`src/rtl/pe_row_sched_pkg.sv`:
```
// pe_row_sched_pkg: shared widths, FSM state encoding and helpers for the PE row scheduler.
// Revision: 1.0
`default_nettype none

package pe_row_sched_pkg;

  localparam int PIX_W = 8;
  localparam int RES_W = 16;
  localparam int W_W   = 8;

  typedef enum logic [1:0] {
    S_IDLE  = 2'd0,
    S_RUN   = 2'd1,
    S_DRAIN = 2'd2,
    S_DONE  = 2'd3
  } state_t;

  // Counter width that stays legal when the range collapses to a single value.
  function automatic int clog2_min1(input int v);
    return (v > 1) ? $clog2(v) : 1;
  endfunction

endpackage

`default_nettype wire

```
`src/rtl/pe_row_sched_fifo.sv`:
```
// pe_row_sched_fifo: synchronous first-word-fall-through result FIFO, async active-low reset.
// Revision: 1.0
`default_nettype none

module pe_row_sched_fifo #(
  parameter int DEPTH = 4,
  parameter int WIDTH = 16
) (
  input  logic                     clk,
  input  logic                     rstn,
  input  logic                     push_i,
  input  logic [WIDTH-1:0]         push_data_i,
  input  logic                     pop_i,
  output logic [WIDTH-1:0]         pop_data_o,
  output logic                     empty_o,
  output logic [$clog2(DEPTH):0]   count_o
);

  localparam int AW = $clog2(DEPTH);
  localparam int CW = AW + 1;
  localparam logic [CW-1:0] C_FULL = CW'(DEPTH);

  logic [WIDTH-1:0] mem_q [DEPTH];
  logic [AW-1:0]    wr_q;
  logic [AW-1:0]    rd_q;
  logic [CW-1:0]    cnt_q;
  logic             w_push;
  logic             w_pop;

  // A push into a full FIFO is only taken when a pop frees the slot in the same cycle.
  assign w_pop  = pop_i & (cnt_q != '0);
  assign w_push = push_i & ((cnt_q != C_FULL) | w_pop);

  always_ff @(posedge clk or negedge rstn) begin
    if (!rstn) begin
      for (int i = 0; i < DEPTH; i++) mem_q[i] <= '0;
      wr_q  <= '0;
      rd_q  <= '0;
      cnt_q <= '0;
    end else begin
      if (w_push) begin
        mem_q[wr_q] <= push_data_i;
        wr_q        <= wr_q + 1'b1;
      end
      if (w_pop) rd_q <= rd_q + 1'b1;
      if (w_push && !w_pop)      cnt_q <= cnt_q + 1'b1;
      else if (!w_push && w_pop) cnt_q <= cnt_q - 1'b1;
    end
  end

  assign pop_data_o = mem_q[rd_q];
  assign empty_o    = (cnt_q == '0);
  assign count_o    = cnt_q;

endmodule

`default_nettype wire

```
`src/rtl/pe_row_sched.sv`:
```
// pe_row_sched: feeds a 3-tap PE from a pixel stream with a per-row sliding window and streams its results.
// Revision: 1.0
`default_nettype none

module pe_row_sched
  import pe_row_sched_pkg::*;
#(
  parameter int IMG_W     = 32,
  parameter int ROWS      = 32,
  parameter int OUT_DEPTH = 4
) (
  input  logic                 clk,
  input  logic                 rstn,
  input  logic                 start,
  input  logic [3*W_W-1:0]     cfg_w,
  output logic                 busy,
  output logic                 done,
  input  logic [PIX_W-1:0]     s_pix_data,
  input  logic                 s_pix_valid,
  output logic                 s_pix_ready,
  output logic [W_W-1:0]       pe_w1,
  output logic [W_W-1:0]       pe_w2,
  output logic [W_W-1:0]       pe_w3,
  output logic [3*PIX_W-1:0]   pe_p,
  output logic                 pe_p_valid,
  input  logic [RES_W-1:0]     pe_o,
  input  logic                 pe_o_valid,
  output logic [RES_W-1:0]     m_data,
  output logic                 m_valid,
  input  logic                 m_ready,
  output logic                 m_last
);

  localparam int COL_W = $clog2(IMG_W);
  localparam int ROW_W = clog2_min1(ROWS);
  localparam int OUT_W = $clog2(ROWS * IMG_W);
  localparam int CNT_W = $clog2(OUT_DEPTH) + 1;
  localparam int OCC_W = CNT_W + 1;

  localparam logic [COL_W-1:0] C_COL_LAST = COL_W'(IMG_W - 1);
  localparam logic [COL_W-1:0] C_COL_TWO  = COL_W'(2);
  localparam logic [ROW_W-1:0] C_ROW_LAST = ROW_W'(ROWS - 1);
  localparam logic [OUT_W-1:0] C_RES_LAST = OUT_W'(ROWS * (IMG_W - 2) - 1);
  localparam logic [OCC_W-1:0] C_OCC_MAX  = OCC_W'(OUT_DEPTH);

  state_t             state_q;
  logic               busy_q;
  logic               done_q;
  logic [3*W_W-1:0]   w_q;
  logic [COL_W-1:0]   col_q;
  logic [ROW_W-1:0]   row_q;
  logic [3*PIX_W-1:0] win_q, win_d;
  logic               p_valid_q, p_valid_d;
  logic               pend_q;
  logic [OUT_W-1:0]   out_cnt_q, out_cnt_d;

  logic               w_accept;
  logic               w_push;
  logic               w_pop;
  logic               w_empty;
  logic [CNT_W-1:0]   w_fifo_cnt;
  logic [OCC_W-1:0]   w_occ;

  // Every window in flight already owns a FIFO slot, so a result can never be dropped.
  assign w_occ       = OCC_W'(w_fifo_cnt) + OCC_W'(p_valid_q) + OCC_W'(pend_q);
  assign s_pix_ready = (state_q == S_RUN) && (w_occ < C_OCC_MAX);
  assign w_accept    = s_pix_valid & s_pix_ready;
  assign w_push      = pe_o_valid & pend_q;
  assign w_pop       = m_valid & m_ready;

  always_ff @(posedge clk or negedge rstn) begin
    if (!rstn) begin
      state_q <= S_IDLE;
      busy_q  <= 1'b0;
      done_q  <= 1'b0;
      w_q     <= '0;
      col_q   <= '0;
      row_q   <= '0;
    end else begin
      done_q <= 1'b0;
      case (state_q)
        S_IDLE: begin
          if (start) begin
            state_q <= S_RUN;
            busy_q  <= 1'b1;
            w_q     <= cfg_w;
            col_q   <= '0;
            row_q   <= '0;
          end
        end
        S_RUN: begin
          if (w_accept) begin
            if (col_q == C_COL_LAST) begin
              col_q <= '0;
              row_q <= (row_q == C_ROW_LAST) ? '0 : row_q + 1'b1;
              if (row_q == C_ROW_LAST) state_q <= S_DRAIN;
            end else begin
              col_q <= col_q + 1'b1;
            end
          end
        end
        S_DRAIN: begin
          if (w_empty && !p_valid_q && !pend_q) begin
            state_q <= S_DONE;
            busy_q  <= 1'b0;
            done_q  <= 1'b1;
          end
        end
        S_DONE:  state_q <= S_IDLE;
        default: state_q <= S_IDLE;
      endcase
    end
  end

  always_comb begin
    win_d     = win_q;
    p_valid_d = 1'b0;
    out_cnt_d = out_cnt_q;
    if (w_accept) begin
      win_d     = {win_q[2*PIX_W-1:0], s_pix_data};
      p_valid_d = (col_q >= C_COL_TWO);
    end
    if (state_q == S_IDLE && start) out_cnt_d = '0;
    else if (w_pop)                 out_cnt_d = out_cnt_q + 1'b1;
  end

  always_ff @(posedge clk or negedge rstn) begin
    if (!rstn) begin
      win_q     <= '0;
      p_valid_q <= 1'b0;
      pend_q    <= 1'b0;
      out_cnt_q <= '0;
    end else begin
      win_q     <= win_d;
      p_valid_q <= p_valid_d;
      pend_q    <= p_valid_q;
      out_cnt_q <= out_cnt_d;
    end
  end

  pe_row_sched_fifo #(
    .DEPTH (OUT_DEPTH),
    .WIDTH (RES_W)
  ) u_fifo (
    .clk         (clk),
    .rstn        (rstn),
    .push_i      (w_push),
    .push_data_i (pe_o),
    .pop_i       (w_pop),
    .pop_data_o  (m_data),
    .empty_o     (w_empty),
    .count_o     (w_fifo_cnt)
  );

  assign busy       = busy_q;
  assign done       = done_q;
  assign pe_w1      = w_q[3*W_W-1:2*W_W];
  assign pe_w2      = w_q[2*W_W-1:W_W];
  assign pe_w3      = w_q[W_W-1:0];
  assign pe_p       = win_q;
  assign pe_p_valid = p_valid_q;
  assign m_valid    = !w_empty;
  assign m_last     = m_valid && (out_cnt_q == C_RES_LAST);

endmodule

`default_nettype wire

```
`config.mk`:
```
export PLATFORM = sky130hd
export DESIGN_NAME = pe_row_sched
export DESIGN_NICKNAME = d
export VERILOG_FILES = /design/src/rtl/pe_row_sched_pkg.sv /design/src/rtl/pe_row_sched_fifo.sv /design/src/rtl/pe_row_sched.sv
export SDC_FILE = /design/constraint.sdc
export NUM_CORES = 1
export LEC_CHECK = 0
export ABC_AREA = 1
export BUFFER_PORTS_ARGS = -buffer_cell sky130_fd_sc_hd__buf_2
export CORE_UTILIZATION = 30
export CTS_BUF_LIST = sky130_fd_sc_hd__clkbuf_8
export CTS_CLUSTER_SIZE = 10
export DETAILED_ROUTE_END_ITERATION = 8
export GPL_TIMING_DRIVEN = 0
export PLACE_DENSITY = 0.54
export RECOVER_POWER = 50
export SKIP_CTS_REPAIR_TIMING = 1
export SLEW_MARGIN = 25
export SYNTH_ARGS = -nofsm -noshare
export SYNTH_HDL_FRONTEND = slang
export SYNTH_SLANG_ARGS = --single-unit
export TNS_END_PERCENT = 50
```
`constraint.sdc`:
```
create_clock -name clk -period 2.8 [get_ports clk]
set_clock_uncertainty 0.05 [all_clocks]
set_input_delay 0.42 -clock clk [delete_from_list [all_inputs] [get_ports clk]]
set_output_delay 0.42 -clock clk [all_outputs]
set_load 0.01 [all_outputs]
```
==> flow_metrics.py <==
metrics = {
    "logic_synthesis": {
        "synth-seq-cells": 145,
        "syn_nets": 864,
        "synth-xor-area-share_pct": 0.7659,
        "syn_area_per_cell_um2": 8.435,
        "ys_warn_count": 0,
        "netlist_area_um2": 6698,
        "adder_and_majority_gate_portion_of_the_synthesized_area_pct": 3.101,
        "post_synth_inst_count": 794,
        "synth_cell_type_count": 31,
        "synth_simple_gate_area_share_pct": 23.16,
        "ys_flop_type": "sky130_fd_sc_hd__dfrtp_1",
        "synth-compound-area-share_pct": 13.00,
        "main_combinational_cell_family_by_area_after_synthesis": "simple AND/OR/NAND/NOR gates",
        "yosysSeqAreaShare_pct": 54.18,
        "number_of_synthesized_flops_with_an_enable_pin": 0,
        "synth.area.mux_share_pct": 0.1681,
        "synth-async-reset-ratio_pct": 100.0,
    },
    "finish": {
        "ff_latch_area_um2": 3628,
        "area_delta_synth_final_pct": 21.09,
        "fin_nets": 1008,
        "post_route_cells_drive_above_1_share_pct": 17.56,
        "antennaDiodeCount": 0,
        "fillerInstances": 2281,
        "postLayoutCellArea_um2": 8110,
        "multiInputGateArea_um2": 2688,
    },
    "setup_path": {
        "worst_reg_to_reg_setup_slack_ns": 0.47,
        "start_kind": "flop",
        "crit-reg2reg-launch": "u_fifo.count_o[0]$_DFFE_PN0P_",
        "worstPathMaxFanout": 10,
        "worstSetupStartpoint": "u_fifo.rd_q[0]$_DFFE_PN0P_",
        "ff_to_ff_path_depth": 9,
        "timing.rr.end": "u_fifo.count_o[2]$_DFFE_PN0P_",
        "data_required_critical_path_ns": 2.33,
        "timing.critical_path.to_type": "output pin",
        "timing.critical_path.arrival_ns": 2.16,
        "criticalPathCategory": "reg -> out",
        "crit_path_end": "m_data[7]",
    },
    "sta": {
        "slew_headroom_pct": -6.840,
        "rsz_0062_raised_after_global_routing": "false",
        "setup_viol": 0,
        "layout_setup_ws_ns": 0.1704,
        "minimum_clock_period_after_layout_ns": 2.630,
        "post_route_fraction_of_the_period_consumed_by_the_critical_path_pct": 93.91,
        "final_max_slew_viol_count": 59,
        "timing_worst_slew_pin_value_ns": 1.603,
        "final_hold_viol_count": 0,
        "fmax_ghz": 0.3803,
    },
    "floorplan": {
        "io-pin-count": 124,
        "die_height_um": 151.4,
        "fp.dieArea_um2": 22930,
        "initial_core_util_pct": 30.69,
        "rows": 54,
        "coreArea_um2": 21820,
        "floorplan.die.width_um": 151.4,
    },
    "cts": {
        "cts.path.max_buffers": 2,
        "cts_tree": "done",
        "source_to_sink_clock_delay_at_the_later_pin_of_the_worst_skew_pair_ns": 0.44,
        "ctsHtreeMaxLevel": 4,
        "cts.sink_count": 145,
        "cts.clk_slew.worst_paths_ns": 0.09,
        "ctsRootBufferMaster": "sky130_fd_sc_hd__clkbuf_8",
        "inserted_clock_buffers": 17,
    },
    "run_status": {
        "violations": "capacitance limit, slew limit",
        "result_of_the_run": "finished with violations",
    },
    "route": {
        "ant_nets": 0,
        "route.final.wire_length_mm": 18.05,
        "drt-vias-per-instance": 4.624,
        "drt-pass1-iter-count": 5,
        "detail_route.drc_violations": 0,
        "routed_wire_length_per_instance_um": 14.66,
        "num_vias": 5692,
        "first_iter_violations": 263,
    },
    "placement": {
        "dp_slack_ns": 0.5041,
        "port-buffer-count": 123,
        "gp_congestion": 0.7970,
        "place_hpwl_mm": 12.37,
        "placed_cell_area_um2": 7701,
    },
    "power": {
        "vdd.ir_drop.worst_v": 0.0003911,
        "leakagePower_nw": 4.222,
        "p_per_area_nw_per_um2": 1015,
    },
    "hold_path": {
        "worstHoldPathType": "in -> reg",
    },
    "global_routing": {
        "grt_util_all_layers_pct": 16.96,
        "grt_antenna_before_repair": 2,
        "vias_in_the_first_global_route": 5520,
        "overflow": 0,
        "first_pass_grt_wire_length_mm": 29.50,
        "grt_start_max_net_pins": 88,
    },
    "flow_run": {
        "timing.max_cap.violations": 1,
    },
}
[how the worst min path moves through the flow]
stage	startpoint	slack, ns	endpoint	cells past startpoint
after floorplan	rstn	0.07	busy$_DFFE_PN0P_	0
after global placement	pe_p_valid$_DFF_PN0_	0.36	pend_q$_DFF_PN0_	0
after detailed placement	rstn	0.34	u_fifo.mem_q[33]$_DFFE_PN0P_	1
after CTS	rstn	-0.15	u_fifo.mem_q[1]$_DFFE_PN0P_	1
after global routing	cfg_w[6]	0.08	w_q[6]$_DFFE_PN0P_	3
final	cfg_w[13]	0.11	w_q[13]$_DFFE_PN0P_	3
[registers in the layout, indices dropped and copies added, names as in the netlist]
signal          count
done                1
pend_q              1
out_cnt_q          10
col_q               5
u_fifo.mem_q       64
busy                1
u_fifo.wr_q         2
u_fifo.rd_q         2
state_q             2
w_q                24
pe_p               24
row_q               5
pe_p_valid          1
u_fifo.count_o      3
[worst max-delay path, stage by stage (launching register included)]
cell                      delay (ns)
sky130_fd_sc_hd__dfrtp_1        0.45
sky130_fd_sc_hd__inv_1          0.20
sky130_fd_sc_hd__buf_1          0.51
sky130_fd_sc_hd__nor2_1         0.08
sky130_fd_sc_hd__o22ai_1        0.29
sky130_fd_sc_hd__buf_2          0.19
[layout make-up]
class	count	area share, %
Sequential cell	145	44.74
Multi-Input combinational cell	564	33.14
Timing Repair Buffer	125	7.575
Tap cell	280	4.320
Clock buffer	18	3.055
Clock inverter	14	2.515
Inverter	51	2.360
Buffer	34	2.299
[cell usage after synthesis, types with 2 or more instances]
cell type,number,share of area [%]
sky130_fd_sc_hd__a21oi_1,14,1.0
sky130_fd_sc_hd__buf_1,3,0.17
sky130_fd_sc_hd__buf_2,4,0.30
sky130_fd_sc_hd__buf_4,4,0.45
sky130_fd_sc_hd__buf_6,5,0.84
sky130_fd_sc_hd__clkbuf_1,18,1.0
sky130_fd_sc_hd__dfrtp_1,145,54
sky130_fd_sc_hd__ha_1,15,2.8
sky130_fd_sc_hd__inv_1,50,2.8
sky130_fd_sc_hd__nand2_1,277,16
sky130_fd_sc_hd__nand2_2,4,0.37
sky130_fd_sc_hd__nand3_1,15,1.1
sky130_fd_sc_hd__nand4_1,10,0.93
sky130_fd_sc_hd__nor2_1,58,3.3
sky130_fd_sc_hd__nor2_2,3,0.28
sky130_fd_sc_hd__nor2_4,4,0.67
sky130_fd_sc_hd__nor3_1,2,0.15
sky130_fd_sc_hd__o21ai_0,92,6.9
sky130_fd_sc_hd__o21ai_1,29,2.2
sky130_fd_sc_hd__o21ai_2,10,1.3
sky130_fd_sc_hd__o22ai_1,16,1.5
sky130_fd_sc_hd__or2_2,5,0.47
sky130_fd_sc_hd__xor2_1,3,0.39
[metal layers]
layer	global-route usage, %	vias to the layer above	share of wire [%]
met5	0	-	0.072
met4	5.300	2	1.5
met3	5.422	20	7.5
met2	26.28	164	45
met1	22.36	2650	46
li1	-	2856	-
[power breakdown]
| part | switching [mW] | leakage, nW | internal [mW] | total, mW |
|---|---|---|---|---|
| Sequential | 0.455 | 1.90 | 2.80 | 3.25 |
| Clock | 0.874 | 0.228 | 1.01 | 1.89 |
| Combinational | 2.04 | 2.09 | 1.06 | 3.10 |
[kinds of logic after synthesis]
family          count (synthesis)
flops                         145
simple gates                  380
mux                             1
compound gates                162
xor+xnor                        5
fa+ha+maj                      16
buf+inv                        85
[metrics by stage]
step / cells / util, % / TNS [ns] / total power [mW] / hold WS, ns
detailed placement: 1198 / 35.29 / 0 / 6.476 / 0.3437
global route: 1231 / 37.16 / 0 / 8.930 / 0.08088
global placement: 1197 / 35.12 / -155.55 / 6.425 / 0.3589
CTS: 1230 / 37.36 / 0 / 8.403 / -0.1528
floorplan: 794 / - / 0 / 5.160 / 0.07441
finish: 1231 / 37.16 / 0 / 8.230 / 0.1073
[placed cells by master, fill, tap and decap left out, types with 3 or more instances in the layout]
master | synthesis | routed
sky130_fd_sc_hd__nand2_1 | 277 | 278
sky130_fd_sc_hd__dfrtp_1 | 145 | 145
sky130_fd_sc_hd__buf_2 | 4 | 95
sky130_fd_sc_hd__o21ai_0 | 92 | 92
sky130_fd_sc_hd__nor2_1 | 58 | 59
sky130_fd_sc_hd__inv_1 | 50 | 50
sky130_fd_sc_hd__clkbuf_1 | 18 | 48
sky130_fd_sc_hd__o21ai_1 | 29 | 29
sky130_fd_sc_hd__clkbuf_8 | 0 | 18
sky130_fd_sc_hd__o22ai_1 | 16 | 16
sky130_fd_sc_hd__nand3_1 | 15 | 15
sky130_fd_sc_hd__ha_1 | 15 | 15
sky130_fd_sc_hd__a21oi_1 | 14 | 14
sky130_fd_sc_hd__o21ai_2 | 10 | 10
sky130_fd_sc_hd__nand4_1 | 10 | 10
sky130_fd_sc_hd__clkinv_4 | 0 | 6
sky130_fd_sc_hd__buf_6 | 5 | 5
sky130_fd_sc_hd__or2_2 | 5 | 5
sky130_fd_sc_hd__nor2_4 | 4 | 4
sky130_fd_sc_hd__buf_4 | 4 | 4
sky130_fd_sc_hd__bufinv_16 | 0 | 4
sky130_fd_sc_hd__buf_1 | 3 | 3
sky130_fd_sc_hd__nand2_2 | 4 | 3
sky130_fd_sc_hd__xor2_1 | 3 | 3
sky130_fd_sc_hd__inv_6 | 0 | 3
No activity file was read; power rests on OpenSTA's default activity.
